<file path="src/rtl/vc_input_buffer_if.sv">
// -----------------------------------------------------------------------------
// vc_input_buffer_if
//   Bundles the flit write port, the switch-side pop port and the status /
//   credit outputs of a two-VC router input buffer.
//
//   master : upstream link plus switch stage. Drives flit_in/flit_valid/flit_vc
//            and rd_en/rd_vc. Observes the popped flit, credits and flags.
//   slave  : the input buffer itself.
//
//   Signals
//     flit_in[FLIT_W]    incoming flit data
//     flit_valid         flit_in valid this cycle
//     flit_vc            target VC of flit_in
//     rd_en, rd_vc       pop request and the VC to pop
//     flit_out[FLIT_W]   popped flit (registered)
//     flit_out_valid     one-cycle pulse per pop
//     credit_out         one-cycle credit pulse to upstream
//     credit_vc          VC the credit belongs to
//     vc_empty[2]        per-VC empty flags
//     vc_full[2]         per-VC full flags
//     overflow_err       sticky write-to-full indication
//     init_busy          credit initialisation in progress
// -----------------------------------------------------------------------------
interface vc_input_buffer_if #(
  parameter int FLIT_W = 16
);
  logic [FLIT_W-1:0] flit_in;
  logic              flit_valid;
  logic              flit_vc;
  logic              rd_en;
  logic              rd_vc;
  logic [FLIT_W-1:0] flit_out;
  logic              flit_out_valid;
  logic              credit_out;
  logic              credit_vc;
  logic [1:0]        vc_empty;
  logic [1:0]        vc_full;
  logic              overflow_err;
  logic              init_busy;

  modport master (
    output flit_in, flit_valid, flit_vc, rd_en, rd_vc,
    input  flit_out, flit_out_valid, credit_out, credit_vc,
           vc_empty, vc_full, overflow_err, init_busy
  );

  modport slave (
    input  flit_in, flit_valid, flit_vc, rd_en, rd_vc,
    output flit_out, flit_out_valid, credit_out, credit_vc,
           vc_empty, vc_full, overflow_err, init_busy
  );
endinterface

</file>
<file path="src/rtl/vc_input_buffer.sv">
// -----------------------------------------------------------------------------
// vc_input_buffer
//   Router input buffer with two virtual channels. Each VC is a circular FIFO
//   of DEPTH flits. A pop returns the head flit one cycle later together with
//   a credit pulse for that VC. A write to a full VC is dropped and latches
//   overflow_err, unless the same VC is popped in the same cycle, in which
//   case the freed slot absorbs the write.
//
//   Parameters
//     FLIT_W  flit width in bits
//     DEPTH   entries per VC, power of two, >= 2
//
//   Ports
//     clk    rising-edge clock
//     rst_n  synchronous active-low reset
//     bus    vc_input_buffer_if.slave (data, pop, credit and status signals)
//
//   Build option
//     VCBUF_CREDIT_INIT_EN  when defined, after reset the buffer issues
//                           2*DEPTH credits (DEPTH for VC0, then DEPTH for VC1)
//                           while init_busy=1; pops are ignored during that
//                           window. When undefined, init_busy is tied low and
//                           the upstream presets its credit counters to DEPTH.
// -----------------------------------------------------------------------------
module vc_input_buffer #(
  parameter int FLIT_W = 16,
  parameter int DEPTH  = 4
) (
  input logic             clk,
  input logic             rst_n,
  vc_input_buffer_if.slave bus
);

  localparam int PTR_W = $clog2(DEPTH);
  localparam int CNT_W = PTR_W + 1;

  typedef logic [PTR_W-1:0] ptr_t;
  typedef logic [CNT_W-1:0] cnt_t;

  logic [FLIT_W-1:0] mem_q [2][DEPTH];

  ptr_t [1:0] wr_ptr_q, wr_ptr_d;
  ptr_t [1:0] rd_ptr_q, rd_ptr_d;
  cnt_t [1:0] cnt_q, cnt_d;

  logic [FLIT_W-1:0] flit_out_q;
  logic              flit_out_valid_q;
  logic              credit_out_q;
  logic              credit_vc_q;
  logic              overflow_q;
  logic              init_busy;

  logic [1:0] vc_empty;
  logic [1:0] vc_full;
  logic       pop_fire;
  logic       wr_fire;

  // Flags come straight from the registered counts.
  assign vc_empty[0] = (cnt_q[0] == '0);
  assign vc_empty[1] = (cnt_q[1] == '0);
  assign vc_full[0]  = (cnt_q[0] == cnt_t'(DEPTH));
  assign vc_full[1]  = (cnt_q[1] == cnt_t'(DEPTH));

  assign pop_fire = bus.rd_en && !vc_empty[bus.rd_vc] && !init_busy;
  // A full VC still accepts a write when the same VC is popped this cycle.
  assign wr_fire  = bus.flit_valid &&
                    (!vc_full[bus.flit_vc] || (pop_fire && (bus.rd_vc == bus.flit_vc)));

  always_comb begin
    for (int v = 0; v < 2; v++) begin
      // NOTE: every combinational output gets a default first so no latch is inferred.
      wr_ptr_d[v] = wr_ptr_q[v];
      rd_ptr_d[v] = rd_ptr_q[v];
      cnt_d[v]    = cnt_q[v];
      if (wr_fire && (bus.flit_vc == 1'(v))) begin
        wr_ptr_d[v] = wr_ptr_q[v] + ptr_t'(1);  // DEPTH is a power of two: wraps naturally
        cnt_d[v]    = cnt_d[v] + cnt_t'(1);
      end
      if (pop_fire && (bus.rd_vc == 1'(v))) begin
        rd_ptr_d[v] = rd_ptr_q[v] + ptr_t'(1);
        cnt_d[v]    = cnt_d[v] - cnt_t'(1);
      end
    end
  end

  // NOTE: the flit storage has no reset; pointers and counts define which entries are live.
  always_ff @(posedge clk) begin
    if (rst_n && wr_fire) begin
      mem_q[bus.flit_vc][wr_ptr_q[bus.flit_vc]] <= bus.flit_in;
    end
  end

`ifdef VCBUF_CREDIT_INIT_EN
  logic init_busy_q;
  cnt_t init_cnt_q;   // counts 0 .. 2*DEPTH-1; MSB selects the VC
  assign init_busy = init_busy_q;
`else
  assign init_busy = 1'b0;
`endif

  always_ff @(posedge clk) begin
    if (!rst_n) begin
      // NOTE: sequential state is only ever assigned with <= so all registers update together.
      wr_ptr_q         <= '0;
      rd_ptr_q         <= '0;
      cnt_q            <= '0;
      flit_out_q       <= '0;
      flit_out_valid_q <= 1'b0;
      credit_out_q     <= 1'b0;
      credit_vc_q      <= 1'b0;
      overflow_q       <= 1'b0;
`ifdef VCBUF_CREDIT_INIT_EN
      init_busy_q      <= 1'b1;
      init_cnt_q       <= '0;
`endif
    end else begin
      wr_ptr_q         <= wr_ptr_d;
      rd_ptr_q         <= rd_ptr_d;
      cnt_q            <= cnt_d;
      flit_out_valid_q <= pop_fire;
      credit_out_q     <= pop_fire;
      if (pop_fire) begin
        flit_out_q  <= mem_q[bus.rd_vc][rd_ptr_q[bus.rd_vc]];
        credit_vc_q <= bus.rd_vc;
      end
      if (bus.flit_valid && !wr_fire) begin
        overflow_q <= 1'b1;
      end
`ifdef VCBUF_CREDIT_INIT_EN
      // Pops are blocked while busy, so init credits never collide with pop credits.
      if (init_busy_q) begin
        credit_out_q <= 1'b1;
        credit_vc_q  <= init_cnt_q[PTR_W];
        init_cnt_q   <= init_cnt_q + cnt_t'(1);
        if (init_cnt_q == cnt_t'(2 * DEPTH - 1)) begin
          init_busy_q <= 1'b0;
        end
      end
`endif
    end
  end

  assign bus.flit_out       = flit_out_q;
  assign bus.flit_out_valid = flit_out_valid_q;
  assign bus.credit_out     = credit_out_q;
  assign bus.credit_vc      = credit_vc_q;
  assign bus.vc_empty       = vc_empty;
  assign bus.vc_full        = vc_full;
  assign bus.overflow_err   = overflow_q;
  assign bus.init_busy      = init_busy;

endmodule

</file>
<file path="src/flat_wrapper.sv">
// flat-port wrapper written by rule: the top's interface ports become plain ports
module vc_input_buffer_flat 
#(
  parameter int FLIT_W = 16,
  parameter int DEPTH  = 4
)
  (clk, rst_n, bus_flit_in, bus_flit_valid, bus_flit_vc, bus_rd_en, bus_rd_vc, bus_flit_out, bus_flit_out_valid, bus_credit_out, bus_credit_vc, bus_vc_empty, bus_vc_full, bus_overflow_err, bus_init_busy);
  vc_input_buffer_if #(.FLIT_W(FLIT_W)) bus_i ();
  input logic clk;
  input logic rst_n;
  input wire logic [$bits(bus_i.flit_in)-1:0] bus_flit_in;
  input wire logic [$bits(bus_i.flit_valid)-1:0] bus_flit_valid;
  input wire logic [$bits(bus_i.flit_vc)-1:0] bus_flit_vc;
  input wire logic [$bits(bus_i.rd_en)-1:0] bus_rd_en;
  input wire logic [$bits(bus_i.rd_vc)-1:0] bus_rd_vc;
  output wire logic [$bits(bus_i.flit_out)-1:0] bus_flit_out;
  output wire logic [$bits(bus_i.flit_out_valid)-1:0] bus_flit_out_valid;
  output wire logic [$bits(bus_i.credit_out)-1:0] bus_credit_out;
  output wire logic [$bits(bus_i.credit_vc)-1:0] bus_credit_vc;
  output wire logic [$bits(bus_i.vc_empty)-1:0] bus_vc_empty;
  output wire logic [$bits(bus_i.vc_full)-1:0] bus_vc_full;
  output wire logic [$bits(bus_i.overflow_err)-1:0] bus_overflow_err;
  output wire logic [$bits(bus_i.init_busy)-1:0] bus_init_busy;
  assign bus_i.flit_in = bus_flit_in;
  assign bus_i.flit_valid = bus_flit_valid;
  assign bus_i.flit_vc = bus_flit_vc;
  assign bus_i.rd_en = bus_rd_en;
  assign bus_i.rd_vc = bus_rd_vc;
  assign bus_flit_out = bus_i.flit_out;
  assign bus_flit_out_valid = bus_i.flit_out_valid;
  assign bus_credit_out = bus_i.credit_out;
  assign bus_credit_vc = bus_i.credit_vc;
  assign bus_vc_empty = bus_i.vc_empty;
  assign bus_vc_full = bus_i.vc_full;
  assign bus_overflow_err = bus_i.overflow_err;
  assign bus_init_busy = bus_i.init_busy;
  vc_input_buffer #(.FLIT_W(FLIT_W), .DEPTH(DEPTH)) u_core (.clk(clk), .rst_n(rst_n), .bus(bus_i));
endmodule
</file>
<file path="config.mk">
export PLATFORM = sky130hd
export DESIGN_NAME = vc_input_buffer_flat
export DESIGN_NICKNAME = d
export VERILOG_FILES = /design/src/rtl/vc_input_buffer_if.sv /design/src/rtl/vc_input_buffer.sv /design/src/flat_wrapper.sv
export SDC_FILE = /design/constraint.sdc
export NUM_CORES = 1
export LEC_CHECK = 0
export ABC_AREA = 1
export CORE_MARGIN = 4
export CORE_UTILIZATION = 40
export DETAILED_ROUTE_END_ITERATION = 6
export GPL_TIMING_DRIVEN = 1
export MAX_ROUTING_LAYER = met4
export PLACE_DENSITY_LB_ADDON = 0.25
export SLEW_MARGIN = 10
export SYNTH_ARGS = -nofsm -noshare
export SYNTH_HDL_FRONTEND = slang
export SYNTH_SLANG_ARGS = --single-unit
</file>
<file path="constraint.sdc">
create_clock -name clk -period 3.5 [get_ports clk]
set_input_delay 0.35 -clock clk [delete_from_list [all_inputs] [get_ports clk]]
set_output_delay 0.35 -clock clk [all_outputs]
set_load 0.005 [all_outputs]
</file>
==> metrics <==
highest clock rate 0.4207 GHz; via count 4,567; Slowest Stage Delay on Critical Path 0.34 ns; Setup Crit Path Kind reg2reg; final core area utilization 49.37%; post-route minimum period 2.377 ns; HP Start u_core.bus.overflow_err; global route total overflow 0; leak pwr 3.016 nW; Area after DPL 0.007336 mm^2; Placer Congestion 0.7819; clk_skew 0.008323 ns; RR Startpoint u_core.cnt_q[0]; die width 137.2 um; number of setup buffers added after CTS 0; die height 137.2 um; Distinct cells, synth 29; CP bufs+invs 1; Async SR Flop Fraction 0%; Yosys top cell area share 57.59%; num rows 46; Final period util 67.91%; # IOs 47; hold path depth 2; DR WL/cell 16.04 um; Post-synth EDFFs 128; final setup fails 0; antenna violations before repair 0; Hold Crit Class reg2reg; Routed Antenna Nets 0; post-synthesis sequential area ratio 67.49%; number of CTS-inserted buffers 17; area leader, netlist edfxtp_1; total negative slack 0 ns; area delta synth->final 19.22%; Max FO, Critical Path 8; hold buffers post-CTS 0; slowest cell on the critical path dfxtp_1; Reg2Reg Setup Slack 1.12 ns; count of state elements after synthesis 161; router iterations before antenna repair 4; CTS tree done; top cells by area, synth edfxtp_1 58%, dfxtp_1 9.9%, nand3_1 9.6%; H-tree Lvls 4; Slew @ Worst Pin 1.205 ns; post_cts resized 0; Max rail drop VDD 0.3527 mV; Layout fillers 1,474; Worst Hold Slack 0.4561 ns; syn avg cell area 10.70 um^2; maxcap violations 0; CTS root buffer clkbuf_16; core area 0.01612 mm^2; Initial DRC Count 353; startpoint types flip-flop; status finished, final reports clean; first-pass GRT wire length 23,220 um; final slew viol count 0; Hold Fails Final Rpt 0; # nets final 697; vias in the first global route 4,475; Overall Global Routing Usage 16.67%; YS warnings 0; total power 4.522 mW; antenna diode count 0; worst r2r dst u_core.cnt_q[2]; WHS Endpoint u_core.bus.overflow_err; IO buf count 45; post-route cell area 0.007956 mm^2; arrival time worst endpoint 2.67 ns; Die ar. 0.01882 mm^2; FF-to-FF path depth 13; PD cells 568.4 mW/mm^2; Synth Instances 624; DRC 0; Main synth FF type edfxtp_1; syn nets 652; unrepaired setup endpoints after global routing false; CTS sink cnt 161; clk_lat worst skew 0.42 ns; crit-path leading delay family simple AND/OR/NAND/NOR gates; CTS Buffer Depth 2; largest net degree at the start of global routing 65; Worst-path clk slew 0.06 ns; worst rel slew slack 19.56%; HPWL Detailed 8424 um; Mapped Area 0.006674 mm^2; drt total wl 14,400 um; Setup crit end kind flip-flop; Vias/cell 5.086; Starting Density 41.41%; crit-path most repeated cell nand2_1; fraction of layout cells with a size suffix above 1 8.798%; worst path cell trace inv_1 > ha_1 > nand2_1 > o21ai_1 > nand2_4 > nand3_1 > nand2_1 > and2_1 > ha_1 > nand2_1 > xor2_1 > o21bai_1 > a21oi_1; worst path required time 3.80 ns
worst register-to-register path, delay by kind of cell, from the launching register on:
| kind | cells | cell delay [ns] |
|---|---|---|
| AOI/OAI and AO/OA | 3 | 0.51 |
| and+or+nand+nor | 6 | 0.72 |
| DFF | 1 | 0.34 |
| adders and majority gates | 2 | 0.37 |
| buffers and inverters | 1 | 0.11 |
| xor gates and xnor gates | 1 | 0.19 |
worst max-delay path by stage:
stage | start | endpoint | slack [ns] | cells past startpoint
3_5_place_dp | bus_flit_vc | u_core.cnt_q[2] | 0.72 | 16
6_report | u_core.cnt_q[0] | u_core.cnt_q[2] | 1.12 | 13
3_3_place_gp | bus_flit_vc | u_core.cnt_q[2] | 0.84 | 16
2_1_floorplan | u_core.cnt_q[3] | u_core.mem_q[1][16] | 1.02 | 13
5_1_grt | u_core.cnt_q[3] | u_core.cnt_q[2] | 0.93 | 16
4_1_cts | u_core.cnt_q[3] | u_core.cnt_q[2] | 1.14 | 16
layer usage:
layer	track usage, %	vias up	share of wire [%]
li1	-	2222	-
met1	20.65	2215	44
met2	26.46	109	49
met3	4.529	21	5.0
met4	5.987	0	2.2
met5	-	-	0
registers in the layout (all words and copies together) (netlist names):
name                       cells
u_core.bus.credit_vc           1
u_core.bus.flit_out           16
u_core.bus.flit_out_valid      1
u_core.bus.overflow_err        1
u_core.cnt_q                   6
u_core.mem_q                 128
u_core.rd_ptr_q                4
u_core.wr_ptr_q                4
synthesized netlist by cell type, drive strengths merged, types with 2 or more instances:
cell type    n
nand2      170
nand4        6
buf         26
and2         2
o21ai        6
o211ai      16
clkbuf       8
ha           6
nand3      129
edfxtp     128
nor2        24
inv         52
xor2         3
a21oi       11
dfxtp       33
layout by cell type (no fill, tap or decap):
cell type,n
clkbuf_1,1
o21bai_1,1
nand3_2,1
inv_1,46
o21ai_0,3
conb_1,1
xnor2_1,1
nor2_1,22
and2_1,2
nand2_4,2
nand2_2,1
clkbuf_16,17
nand4_1,5
inv_2,5
clkinv_4,2
buf_2,1
inv_6,3
nand3_1,128
edfxtp_1,128
dfxtp_1,33
ha_1,6
clkinvlp_4,1
clkinv_1,2
and3_1,1
nand2_1,167
nand4_2,1
o211ai_1,16
clkbuf_8,3
buf_4,15
clkinv_2,1
clkdlybuf4s50_1,44
nor2_4,2
bufinv_16,3
a21oi_1,11
xor2_1,3
o21ai_2,2
o21ai_1,1
through the flow:
stage	setup slack [ns]	instances
2_1_floorplan	1.020	624
3_3_place_gp	0.8419	866
5_1_grt	0.9331	898
4_1_cts	1.139	898
3_5_place_dp	0.7163	866
6_report	1.123	898
logic make-up after synthesis:
family	synth area share, %
other	0.05619
AO/OA/AOI/OAI	3.300
flip-flops	67.49
buffers and inverters	5.418
XOR/XNOR	0.5250
AND/OR/NAND/NOR	22.08
adder cells (fa/ha/maj)	1.125
report_power, final:
part	switching, mW	total [mW]	internal [mW]
logic	0.256	0.434	0.177
clock network	0.750	1.94	1.18
registers	0.0276	2.15	2.13
total	1.03	4.52	3.49
layout make-up:
| class | instances | area [um^2] | share of cell area (%) |
|---|---|---|---|
| well taps | 216 | 270.3 | 3.397 |
| inverters | 52 | 195.2 | 2.453 |
| repair buffers | 60 | 558.0 | 7.014 |
| multi-input cells | 377 | 1808 | 22.72 |
| flip-flops and latches | 161 | 4504 | 56.61 |
| clock inverters | 11 | 150.1 | 1.887 |
| clock buffers | 21 | 470.5 | 5.913 |
No activity file was read; power rests on OpenSTA's default activity.
==> patch: new RTL, config.mk and constraints unchanged <==
Build with the macro `VCBUF_CREDIT_INIT_EN` defined.
--- a/src/rtl/vc_input_buffer.sv
+++ b/src/rtl/vc_input_buffer.sv
@@ -22,6 +22,8 @@
 //                           window. When undefined, init_busy is tied low and
 //                           the upstream presets its credit counters to DEPTH.
 // -----------------------------------------------------------------------------
+`define VCBUF_CREDIT_INIT_EN
+
 module vc_input_buffer #(
   parameter int FLIT_W = 16,
   parameter int DEPTH  = 4
Check against the original RTL: not equivalent (a bounded check fails within 4 cycles, from zero or initial values and one cycle with rst_n low).
==> patch against the unedited design <==
Critical path depth down 1; combinational power down 47%; total power down 6.8%; sequential cell count up 5; utilization down 0.57 points; area after synthesis up 3.4%; setup slack better by 64 ps; routed wire length up 3.9%; clock skew down 1.6 ps; critical path type unchanged; design area up 2.8%; count of clock-buffer cells in the layout down 3; die area up 3.2%; highest routed layer unchanged.
==> patch: results (changes against the unedited design) <==
Yosys
  – Number of distinct library cell variants in the gate-level netlist after synthesis: 28 (-3.4%)
  – Top cell types by occurrence after synthesis: 166 x nand2_1, 128 x edfxtp_1, 123 x nand3_1
  – Leading cell types by total area after synthesis: edfxtp_1 56%, dfxtp_1 11%, nand2_1 9.0%
  – Net count after synthesis: 676 (+3.7%)
  – XOR/XNOR share of the synthesized area: 0.006343 (+0.001094)
  – Number of instances in the synthesized netlist: 646 (+3.5%)
  – Adder-cell area share of the yosys netlist: 0.01450 (+0.003249)
  – Most frequently used flop master after synthesis: edfxtp_1
  – Sequential share of the synthesized area: 0.6669 (-0.008007)
  – Fraction of the mapped netlist area in compound gates: 0.03226 (-0.0007378)

STA
  – Peak Freq: 432.4 MHz (+2.8%)
  – Smallest hold slack: 447.7 ps (-8.434 ps)
  – Setup skew after layout: 6.723 ps (-1.600 ps)
  – Measured slew at the worst slew-check pin: 624.2 ps (-581.1 ps)

Placement
  – Global placer's final weighted congestion: 0.8020 (+2.6%)
  – Placed cell count: 895 (+3.3%)
  – Post-DP HPWL: 9.648 mm (+15%)
  – Count of port buffers added during placement: 46 (+2.2%)
  – Dpl ws: 815.0 ps (+98.69 ps)
  – Instance area after placement: 7600 sq um (+3.6%)

Clock tree
  – Longest Clk Path Bufs: 2 (unchanged)
  – Number of levels the H-tree was split into: 4 (unchanged)

Pwr
  – Net Switching: 954.6 uW (-7.7%)
  – Static leakage: 0.003172 uW (+5.2%)
  – Max IR drop VDD: 0.0003484 V (-1.2%)

Drt
  – Routed wire length: 14.97 mm (+3.9%)
  – Number of vias after detailed routing: 4700 (+2.9%)
  – Met2 wire len: 7.663 mm (+9.4%)
  – Met1 wire length: 6.416 mm (+0.72%)
  – Mean routed wirelength per cell: 16.15 um (+0.69%)
  – Metal3 WL: 629 um (-12%)
  – Top metal layer carrying routed signals: met4
  – Number of detailed-routing iterations run before antenna repair: 5 (+1)
  – Initial detailed-routing violation count: 321 (-9.1%)

Finish
  – Number of fillers in the final layout: 1494 (+1.4%)
  – Fraction of layout instances using a drive strength above 1: 0.1004 (+0.01245)
  – Count of nets after finishing: 724 (+3.9%)

Global routing
  – M1 GR Usage: 0.2009 (-0.005542)
  – Grt met3 use: 0.03122 (-0.01407)
  – Total global routing track utilization: 0.1645 (-0.002164)
  – Via count of the first global-routing pass: 4523 (+1.1%)
  – Largest net degree at the start of global routing: 52 (-20%)
  – Wire length of the first global-routing pass: 24.01 mm (+3.4%)
  – M2 GR Usage: 0.2720 (+0.007433)

Critical path
  – CP max FO: 16 (+8)
  – Largest stage delay on the critical path: 380 ps (+40 ps)
  – Data arrival, critical path: 2420 ps (-250 ps)
  – Depth of the worst register-to-register path: 12 (-1)
  – Setup slack of the most critical reg-to-reg path: 1190 ps (+60 ps)

Run status
  – Result of the run: completed
## patch: worst paths after layout
| check | from | endpoint |
|---|---|---|
| setup / recovery | u_core.cnt_q[0] | u_core.mem_q[0][9] |
| hold / removal | u_core.wr_ptr_q[2] | u_core.wr_ptr_q[2] |
| setup reg to reg | u_core.cnt_q[0] | u_core.mem_q[0][9] |
| hold reg to reg | u_core.wr_ptr_q[2] | u_core.wr_ptr_q[2] |
## patch: cell type report
type | instances | area, sq um | area share
sequential | 166 | 4604 | 0.5630
clock buffer | 18 | 439.2 | 0.05369
clock inverter | 14 | 140.1 | 0.01713
timing repair buffer | 61 | 580.6 | 0.07098
tap | 220 | 275.3 | 0.03365
inverter | 56 | 210.2 | 0.02570
multi-input combinational | 392 | 1929 | 0.2359
## patch: power groups by stage
stage	clock, uW	sequential (uW)	combinational (uW)
detailed placement	0	2210	234
CTS	1850	2170	235
floorplan	0	2210	135
finish	1810	2170	231
global route	1930	2170	261
global placement	0	2210	227
